<file path="config.mk">
export PLATFORM = sky130hd
export DESIGN_NAME = pwd_cand_gen_flat
export DESIGN_NICKNAME = d
export VERILOG_FILES = /design/src/rtl/pwd_cand_pkg.sv /design/src/rtl/pwd_cand_gen_if.sv /design/src/rtl/pwd_cand_gen_bcd_digit_add.sv /design/src/rtl/pwd_cand_gen.sv /design/src/flat_wrapper.sv
export SDC_FILE = /design/constraint.sdc
export NUM_CORES = 1
export LEC_CHECK = 0
export ABC_AREA = 0
export CAP_MARGIN = 20
export CORE_UTILIZATION = 60
export DETAILED_ROUTE_END_ITERATION = 7
export DONT_BUFFER_PORTS = 1
export PLACE_DENSITY = 0.82
export SLEW_MARGIN = 0
export SYNTH_ARGS = -nofsm -noshare
export SYNTH_HDL_FRONTEND = slang
export SYNTH_SLANG_ARGS = --single-unit
export TNS_END_PERCENT = 100
</file>
<file path="constraint.sdc">
create_clock -name clk -period 15.39 [get_ports clk]
set_input_delay 3.078 -clock clk [delete_from_list [all_inputs] [get_ports clk]]
set_output_delay 3.078 -clock clk [all_outputs]
set_load 0.02 [all_outputs]
</file>
<file path="src/rtl/pwd_cand_pkg.sv">
// Shared definitions for the password candidate generator and the md5 top level.
// Provides the candidate width, digit count and start-value sanitiser.
package pwd_cand_pkg;

  localparam int         NUM_DIGITS = 8;
  localparam int         CAND_W     = 64;
  localparam logic [7:0] ASCII_ZERO = 8'h30;

  typedef enum logic [1:0] {
    ST_IDLE = 2'd0,
    ST_RUN  = 2'd1,
    ST_DONE = 2'd2
  } state_e;

  localparam logic [CAND_W-1:0] CAND_ZERO = {NUM_DIGITS{ASCII_ZERO}};

  // Any byte that is not an ASCII decimal digit becomes '0'.
  function automatic logic [CAND_W-1:0] sanitize(input logic [CAND_W-1:0] v);
    logic [CAND_W-1:0] r;
    r = v;
    for (int i = 0; i < NUM_DIGITS; i++) begin
      if (v[8*i +: 8] < 8'h30 || v[8*i +: 8] > 8'h39)
        r[8*i +: 8] = ASCII_ZERO;
    end
    return r;
  endfunction

endpackage

</file>
<file path="src/rtl/pwd_cand_gen_if.sv">
// Candidate valid/ready stream between the generator (master) and an md5 core (slave).
interface pwd_cand_gen_if;
  import pwd_cand_pkg::*;

  logic [CAND_W-1:0] cand;
  logic              cand_valid;
  logic              cand_ready;

  modport master (output cand, output cand_valid, input cand_ready);
  modport slave  (input cand, input cand_valid, output cand_ready);

endinterface

</file>
<file path="src/rtl/pwd_cand_gen_bcd_digit_add.sv">
// One BCD digit of the ripple-carry candidate adder.
module bcd_digit_add (
  input  logic [3:0] digit_in,
  input  logic [3:0] addend,
  input  logic       carry_in,
  output logic [3:0] digit_out,
  output logic       carry_out
);

  logic [4:0] raw;

  // Operands are at most 9 + 9 + 1, so a single -10 correction suffices.
  always_comb begin
    raw = {1'b0, digit_in} + {1'b0, addend} + {4'b0, carry_in};
    if (raw > 5'd9) begin
      digit_out = 4'(raw - 5'd10);
      carry_out = 1'b1;
    end else begin
      digit_out = raw[3:0];
      carry_out = 1'b0;
    end
  end

endmodule

</file>
<file path="src/rtl/pwd_cand_gen.sv">
// Decimal ASCII password candidate generator: start_val, start_val+STRIDE, ... up to 99999999.
// Optional `PWD_CAND_GEN_COUNT_EN adds the issued_cnt handshake counter output.
module pwd_cand_gen
  import pwd_cand_pkg::*;
#(
  parameter int STRIDE = 1
) (
  input  logic              clk,
  input  logic              reset_n,
  input  logic              start,
  input  logic [CAND_W-1:0] start_val,
  input  logic              stop,
  pwd_cand_gen_if.master    cand_if,
  output logic              busy,
`ifdef PWD_CAND_GEN_COUNT_EN
  output logic [26:0]       issued_cnt,
`endif
  output logic              done
);

  localparam logic [1:0] IDLE = 2'(ST_IDLE);
  localparam logic [1:0] RUN  = 2'(ST_RUN);
  localparam logic [1:0] DONE = 2'(ST_DONE);
  localparam logic [3:0] STEP = 4'(STRIDE);

  logic [1:0]                      state;
  logic [CAND_W-1:0]               cand_q;
  logic                            busy_q;
  logic                            done_q;
  logic [NUM_DIGITS-1:0][3:0]      sum_dig;
  logic [NUM_DIGITS:0]             carry;
  logic [CAND_W-1:0]               cand_nxt;
  logic                            ovf;
  logic                            hs;
  logic                            start_acc;

  assign carry[0] = 1'b0;

  // STRIDE enters at the least significant digit; the rest only propagate carry.
  for (genvar i = 0; i < NUM_DIGITS; i++) begin : g_dig
    bcd_digit_add u_dig (
      .digit_in  (cand_q[8*i +: 4]),
      .addend    ((i == 0) ? STEP : 4'd0),
      .carry_in  (carry[i]),
      .digit_out (sum_dig[i]),
      .carry_out (carry[i+1])
    );
    assign cand_nxt[8*i +: 8] = {4'h3, sum_dig[i]};
  end

  assign ovf       = carry[NUM_DIGITS];
  assign hs        = busy_q & cand_if.cand_ready;
  assign start_acc = (state == IDLE) & start & ~stop;

  always_ff @(posedge clk or negedge reset_n) begin
    if (!reset_n) begin
      state  <= IDLE;
      cand_q <= CAND_ZERO;
      busy_q <= 1'b0;
      done_q <= 1'b0;
    end else begin
      done_q <= 1'b0;
      case (state)
        IDLE: if (start_acc) begin
          state  <= RUN;
          busy_q <= 1'b1;
          cand_q <= sanitize(start_val);
        end
        RUN: begin
          // The last candidate stays on cand; there is no wrap past 99999999.
          if (hs && !ovf) cand_q <= cand_nxt;
          if (stop) begin
            state  <= IDLE;
            busy_q <= 1'b0;
          end else if (hs && ovf) begin
            state  <= DONE;
            busy_q <= 1'b0;
            done_q <= 1'b1;
          end
        end
        DONE: state <= IDLE;
        default: begin
          state  <= IDLE;
          busy_q <= 1'b0;
        end
      endcase
    end
  end

`ifdef PWD_CAND_GEN_COUNT_EN
  logic [26:0] cnt_q;

  always_ff @(posedge clk or negedge reset_n) begin
    if (!reset_n)       cnt_q <= '0;
    else if (start_acc) cnt_q <= '0;
    else if (hs)        cnt_q <= cnt_q + 27'd1;
  end

  assign issued_cnt = cnt_q;
`endif

  assign cand_if.cand       = cand_q;
  assign cand_if.cand_valid = busy_q;
  assign busy               = busy_q;
  assign done               = done_q;

endmodule

</file>
<file path="src/flat_wrapper.sv">
// flat-port wrapper written by rule: the top's interface ports become plain ports
module pwd_cand_gen_flat import pwd_cand_pkg::*;
#(
  parameter int STRIDE = 1
)
  (clk, reset_n, start, start_val, stop, busy, done, cand_if_cand, cand_if_cand_valid, cand_if_cand_ready);
  pwd_cand_gen_if cand_if_i ();
  input  logic clk;
  input  logic reset_n;
  input  logic start;
  input  logic [CAND_W-1:0] start_val;
  input  logic stop;
  output logic busy;
  output logic done;
  output wire logic [$bits(cand_if_i.cand)-1:0] cand_if_cand;
  output wire logic [$bits(cand_if_i.cand_valid)-1:0] cand_if_cand_valid;
  input wire logic [$bits(cand_if_i.cand_ready)-1:0] cand_if_cand_ready;
  assign cand_if_cand = cand_if_i.cand;
  assign cand_if_cand_valid = cand_if_i.cand_valid;
  assign cand_if_i.cand_ready = cand_if_cand_ready;
  pwd_cand_gen #(.STRIDE(STRIDE)) u_core (.clk(clk), .reset_n(reset_n), .start(start), .start_val(start_val), .stop(stop), .cand_if(cand_if_i), .busy(busy), .done(done));
endmodule
</file>
After elaboration in Yosys (flattened, before gate mapping)
Cells that the tools add are included.

Flip-flop bits (word level): 68. Input port bits: 69. Output and inout bits: 67. Logic and storage cells: 108.

Add/subtract/negate cells: 16. Magnitude comparators: 24. Eq/ne operators: 5. Multiplexer cells: 38. Bitwise gates (word level): 5. Reductions and logical operators: 16.

Operator list (number): 64-bit 2-to-1 mux (2); 64-bit one-hot mux with 2 select lines (1); 8-bit by 6-bit > comparator with 1-bit output, second input constant (8); 8-bit by 6-bit less-than comparator with 1-bit output, second input constant (8); 8-bit 2-to-1 mux (8); 5-bit by 4-bit > comparator with 1-bit output, second input constant (8); 4-bit by 1-bit adder with 5-bit output (7); 4-bit 2-to-1 mux (8); 4-bit subtractor, second input constant (8); 1-bit 2-to-1 mux (14); 1-bit logical OR (8); 2-bit 2-to-1 mux (3); 3-bit AND reduction (2); 4-bit by 1-bit adder with 5-bit output, second input constant (1); 2-bit by 1-bit != test with 1-bit output, second input constant (2); 2-bit one-hot mux with 2 select lines (1); 1-bit AND (3); 3-bit by 2-bit != test with 1-bit output, second input constant (1); 1-bit one-hot mux with 3 select lines (1); 2-bit by 1-bit == test with 1-bit output, second input constant (1); 2-bit == test, second input constant (1); 1-bit logical AND (2); 2-bit zero test (1); 1-bit inverter (2); other kinds (3) (3).

Longest topological paths before layout
Word-level depth: 28. Depth in mapped cells: 63. Gate-level depth less buffers: 61.

Cells and area by module
Synthesis repeated with hierarchy kept, for this count alone.

Cells, all modules: 477. Area, all modules: 5041.1 sq um.

By module, submodules not included: pwd_cand_gen (instances 1, cells an instance 301, area each 3349.5 sq um, sequential area each 1721.7 sq um); bcd_digit_add (instances 8, cells an instance 22, area each 211.5 sq um, sequential area each 0.0 sq um).

Least setup slack after synthesis
Ideal clock, no wire load.

Kind: register to register. Start point: reg u_core.cand_q[0] (netlist: u_core.cand_if.cand[0]). End point: reg u_core.cand_q[1] (netlist: u_core.cand_if.cand[1]). Setup time: 0.134 ns. Arrival: 13.214 ns. Required time: 15.256 ns. Path slack: 2.041 ns. Stages on the path, launching flop included: 63. Path buffers: 2. Period minus slack after synthesis: 13.349 ns. Cells stage by stage: dfrtp_1 -> ha_1 -> xnor2_1 -> ha_1 -> nand2b_1 -> a32oi_1 -> a22o_1 -> nand2_1 -> ha_1 -> ha_1 -> xnor2_1 -> ha_1 -> a21boi_0 -> nor4_2 -> a21bo_2 -> ha_1 -> ha_1 -> buf_2 -> [27 not listed] -> o21ai_0 -> ha_1 -> ha_1 -> xnor2_1 -> ha_1 -> a21boi_1 -> or4_4 -> o21ai_0 -> ha_1 -> ha_1 -> xnor2_1 -> ha_1 -> nor2b_1 -> a311oi_1 -> a21o_2 -> buf_4 -> a221oi_1 -> a22oi_1.

Longest elaborated chain between the ends: 28. Elaborated cells on any way between the ends: 32. Those cells by class: add/sub (9); order compare (8); eq/ne (1); mux (11); reduce/logical (3).

RTL lines: from (decl) (RTL line pwd_cand_gen.sv:27) `logic [CAND_W-1:0] cand_q;`; from (signal assigned) (RTL line pwd_cand_gen.sv:67) `cand_q <= sanitize(start_val);`; from (signal assigned) (RTL line pwd_cand_gen.sv:71) `if (hs && !ovf) cand_q <= cand_nxt;`; 4-bit by 1-bit adder with 5-bit output (*) (RTL line pwd_cand_gen_bcd_digit_add.sv:14) `raw = {1'b0, digit_in} + {1'b0, addend} + {4'b0, carry_in};`; 5-bit by 4-bit > comparator with 1-bit output (RTL line pwd_cand_gen_bcd_digit_add.sv:15) `if (raw > 5'd9) begin`; 1-bit 2-to-1 mux (RTL line pwd_cand_gen_bcd_digit_add.sv:15); 4-bit by 1-bit adder with 5-bit output (RTL line pwd_cand_gen_bcd_digit_add.sv:14); 5-bit by 4-bit > comparator with 1-bit output (RTL line pwd_cand_gen_bcd_digit_add.sv:15); 1-bit 2-to-1 mux (RTL line pwd_cand_gen_bcd_digit_add.sv:15); 4-bit by 1-bit adder with 5-bit output (RTL line pwd_cand_gen_bcd_digit_add.sv:14); 5-bit by 4-bit > comparator with 1-bit output (RTL line pwd_cand_gen_bcd_digit_add.sv:15); [12 not listed]; 1-bit 2-to-1 mux (RTL line pwd_cand_gen_bcd_digit_add.sv:15); 4-bit by 1-bit adder with 5-bit output (RTL line pwd_cand_gen_bcd_digit_add.sv:14); 5-bit by 4-bit > comparator with 1-bit output (RTL line pwd_cand_gen_bcd_digit_add.sv:15); 1-bit 2-to-1 mux (RTL line pwd_cand_gen_bcd_digit_add.sv:15); 1-bit zero test (RTL line pwd_cand_gen.sv:71); 1-bit logical AND (RTL line pwd_cand_gen.sv:71); 2-bit by 1-bit != test with 1-bit output (no line); 3-bit AND reduction (no line).

Every way passes the cells marked *; elsewhere a longest branch is shown, timed or not. The select of a mux whose other input is x is not followed. A chain may end at the register's enable or synchronous reset.

Worst setup path after layout
Start point: reg u_core.cand_q[1] (netlist: u_core.cand_if.cand[1]). End point: reg u_core.cand_q[32] (netlist: u_core.cand_if.cand[32]).

Longest elaborated chain between the ends: 28. Elaborated cells on any way between the ends: 32. Those cells by class: add/sub (9); order compare (8); eq/ne (1); mux (11); reduce/logical (3).

RTL lines (RTL line): 4-bit by 1-bit adder with 5-bit output (*) (pwd_cand_gen_bcd_digit_add.sv:14); 5-bit by 4-bit > comparator with 1-bit output (*) (pwd_cand_gen_bcd_digit_add.sv:15); 1-bit 2-to-1 mux (*) (pwd_cand_gen_bcd_digit_add.sv:15); 4-bit by 1-bit adder with 5-bit output (*) (pwd_cand_gen_bcd_digit_add.sv:14); 5-bit by 4-bit > comparator with 1-bit output (*) (pwd_cand_gen_bcd_digit_add.sv:15); 1-bit 2-to-1 mux (*) (pwd_cand_gen_bcd_digit_add.sv:15); 4-bit by 1-bit adder with 5-bit output (*) (pwd_cand_gen_bcd_digit_add.sv:14); 5-bit by 4-bit > comparator with 1-bit output (*) (pwd_cand_gen_bcd_digit_add.sv:15); [12 not listed]; 1-bit 2-to-1 mux (pwd_cand_gen_bcd_digit_add.sv:15); 4-bit by 1-bit adder with 5-bit output (pwd_cand_gen_bcd_digit_add.sv:14); 5-bit by 4-bit > comparator with 1-bit output (pwd_cand_gen_bcd_digit_add.sv:15); 1-bit 2-to-1 mux (pwd_cand_gen_bcd_digit_add.sv:15); 1-bit zero test (pwd_cand_gen.sv:71); 1-bit logical AND (pwd_cand_gen.sv:71); 2-bit by 1-bit != test with 1-bit output (no line); 3-bit AND reduction (no line).

Marked as above.

==> parameters.txt <==
Parameter                              Value

Status
  Outcome    finished clean

Route
  Count of vias placed by the detailed router    4,055
  Residual antenna-violating net count after detailed routing    0
  Per-cell via count in the routed design    6.62
  DRC marker count from the first detailed-route iteration    226
  Post-route DRC violation count    0
  Average wire per cell in the routed design    18.5 um
  Final routed wirelength across all metal layers    11,300 um
  Number of iterations in the first detailed-routing pass    5

Yosys
  Flops & latches, synth    68
  Synth cell types    64
  Net count of the mapped netlist    605
  Count of flip-flops with a built-in enable after synthesis    0
  Cell types with the largest area share after synthesis    dfrtp_1 28%, dfstp_2 9.2%, ha_1 8.5%
  Synthesized area per cell    9.06 um^2
  Netlist area before placement    4570 um^2
  Largest area contributor in the netlist    dfrtp_1
  Proportion of synthesized chip area in sequential cells    0.376
  Number of standard cells after synthesis    505
  Primary flip-flop cell chosen by synthesis mapping    dfrtp_1
  Warnings, synthesis    0
  Share of synthesized flip-flops with an asynchronous set or reset    1.00
  Proportion of netlist area held by the largest area contributor    0.285

Global route
  Total global routing track utilization    0.271
  Antenna violations before repair    0
  Total global routing overflow    0
  Pin count of the biggest net entering global routing    69
  M1 GR Usage    0.317
  Wire length of the first global-routing pass    16,500 um
  Met2 demand-to-capacity share in global routing    0.465
  Via count of the first global-routing pass    3,672
  Most used routing layer in global routing    met2
  GR Util met3    0.0803

Floorplan
  Die area    7980 um^2
  Number of rows created at floorplan    31
  Placeable core region    7290 um^2
  Top-level I/O count    136
  Overall die width    89.3 um
  Initial Util    0.627
  Die height    89.3 um

Clocking
  Hold_buf cts    0
  CTS Root Cell    clkbuf_8
  CTS Sinks    68
  Htree depth    3
  Maximum clock path buffer count    2
  Number of buffers created by CTS    9
  Clk slew on worst S/H paths    80 ps
  Clock tree from TritonCTS    yes
  Worst-Skew Late Latency    350 ps

Power
  Leak Pwr    2.03 nW
  VDD IR max    0.130 mV
  PwrDens    241 nW/um^2

Flow run
  Maximum capacitance violations    0

Timing
  Final critical-path setup slack    798 ps
  Worst slew pin tran    1110 ps
  Number of slew-limit violations in the final report    0
  Number of hold-slack violations in the final timing report    0
  Max_slew headroom    0.261
  Post-Route Setup TNS    0 ps
  Achievable frequency    0.0685 GHz
  Time the final worst path needs with I/O delays and setup    14,590 ps
  Setup violation total in the final timing report    0
  Worst setup skew after layout    14.1 ps
  Final period utilization    0.948

Worst setup path
  Library cell appearing most often on the critical path    ha_1
  Critical path's slowest cell    or4_1
  Type of origin of the critical path    flip-flop
  Critical path required time    15,620 ps
  Maximum fanout encountered on the critical timing path    16
  Worst EP arrival    14,820 ps
  Critical path endpoint category    flip-flop
  CP Class    flip-flop to flip-flop
  Critical path's largest stage delay    610 ps

Placed design
  Placed instance area    4640 um^2
  Final HPWL from detailed placement    7800 um
  Post-placement cell count    588
  Post-placement worst setup slack    -168 ps
  Input/output buffers    0
  GPL Wtd Cong    0.881

Cells and area
  Total non-filler cell area in the finished layout    5040 um^2
  Diodes inserted    0
  Final-layout fill cell count    594
  Synthesis-to-finish area growth    10.3%
  Most common cell after layout, fill and taps aside    nor2_1
  Most frequent cells in the layout    53 x nor2_1, 51 x dfrtp_1, 43 x a21oi_1, 29 x ha_1, 27 x nand2_1
  Fin util    0.691
  Total number of nets in the final design    609
  Filler-free cell count of the finished design    613
  Share of post-route cells with drive strength above 1    0.146

Min path
  Type of the worst min-delay path    flip-flop to flip-flop
==> stage by stage <==
step	total power, mW	hold WS, ps
final	1.21	551
after global routing	1.31	560
after global placement	0.930	538
after floorplan	0.832	529
after detailed placement	0.961	541
after CTS	1.12	552
==> registers in the layout, indices dropped and copies added (netlist names) <==
signal,count
u_core.done,1
u_core.busy,1
u_core.cand_if.cand,64
u_core.state,2
==> routing by layer <==
metal / vias up / part of all wire / routed length [um]
met2: 184 / 0.49 / 5600
met5: - / 0 / 0
met4: 0 / 0.024 / 267
li1: 1886 / - / -
met3: 32 / 0.075 / 855
met1: 1953 / 0.41 / 4620
==> logic make-up (layout without fill, tap and decap cells) <==
family / after synthesis / after routing / share of synthesized area
AO/OA/AOI/OAI: 146 / 148 / 0.225
XOR/XNOR: 15 / 15 / 0.0287
adder cells (fa/ha/maj): 31 / 31 / 0.0848
buffers and inverters: 33 / 40 / 0.0328
flip-flops: 68 / 68 / 0.376
multiplexers: 2 / 2 / 0.00438
AND/OR/NAND/NOR: 210 / 210 / 0.248
==> worst max-delay path: cells and delay by family, from the launching register on <==
kind / cells / cell delay (ps)
XOR/XNOR: 8 / 1400
adder cells (fa/ha/maj): 23 / 5780
AO/OA/AOI/OAI: 16 / 3060
flip-flops: 1 / 500
AND/OR/NAND/NOR: 13 / 3320
buffers and inverters: 2 / 370
==> final timing paths <==
path                                         startpoint                       to  slack (ps)  cells past startpoint
worst max-delay path             u_core.cand_if.cand[1]  u_core.cand_if.cand[32]         800                     62
min in group asynchronous                       reset_n  u_core.cand_if.cand[51]        2410                      0
max in group asynchronous                       reset_n  u_core.cand_if.cand[44]       12770                      0
worst min register to register  u_core.cand_if.cand[12]  u_core.cand_if.cand[12]         550                      1
worst max register to register   u_core.cand_if.cand[1]  u_core.cand_if.cand[32]         800                     62
worst min-delay path            u_core.cand_if.cand[12]  u_core.cand_if.cand[12]         550                      1
==> report_power, final <==
part	internal [mW]	total [mW]	switching (mW)
clock	0.0756	0.152	0.0769
combinational	0.306	0.705	0.399
sequential	0.222	0.357	0.135
==> layout make-up <==
cell class / instances / area, um^2 / share of cell area
multi-input combinational: 406 / 2820 / 0.560
sequential: 68 / 1720 / 0.342
timing repair buffer: 12 / 128 / 0.0253
clock buffer: 9 / 124 / 0.0246
tap: 99 / 124 / 0.0246
clock inverter: 7 / 75.1 / 0.0149
inverter: 12 / 45.0 / 0.00893
==> synthesized netlist by cell type, drive strengths merged, types with 3 or more instances <==
cell,number
nand2,27
a2111oi,3
nor3b,3
and3,9
a22oi,4
ha,31
a21boi,6
xor2,5
clkbuf,6
xnor2,10
a211o,4
inv,12
a221oi,6
a21o,3
a31oi,13
or4,3
or3,3
a41oi,3
and2,20
dfrtp,52
o31ai,5
and4,5
nor3,9
nand3,18
a22o,3
nor4,13
nor2b,19
buf,15
o21ai,24
a32oi,9
nor2,53
nand2b,20
a21oi,44
dfstp,16
==> what timing repair did <==
action / 4_1_cts / 5_1_grt
setup endpoints to repair: 30 / 68
pin swaps: 0 / 4
resized for setup: 2 / 15
gates cloned: 0 / 2
setup buffers: 0 / 7
Note: power is estimated with default switching activity, not from simulation.
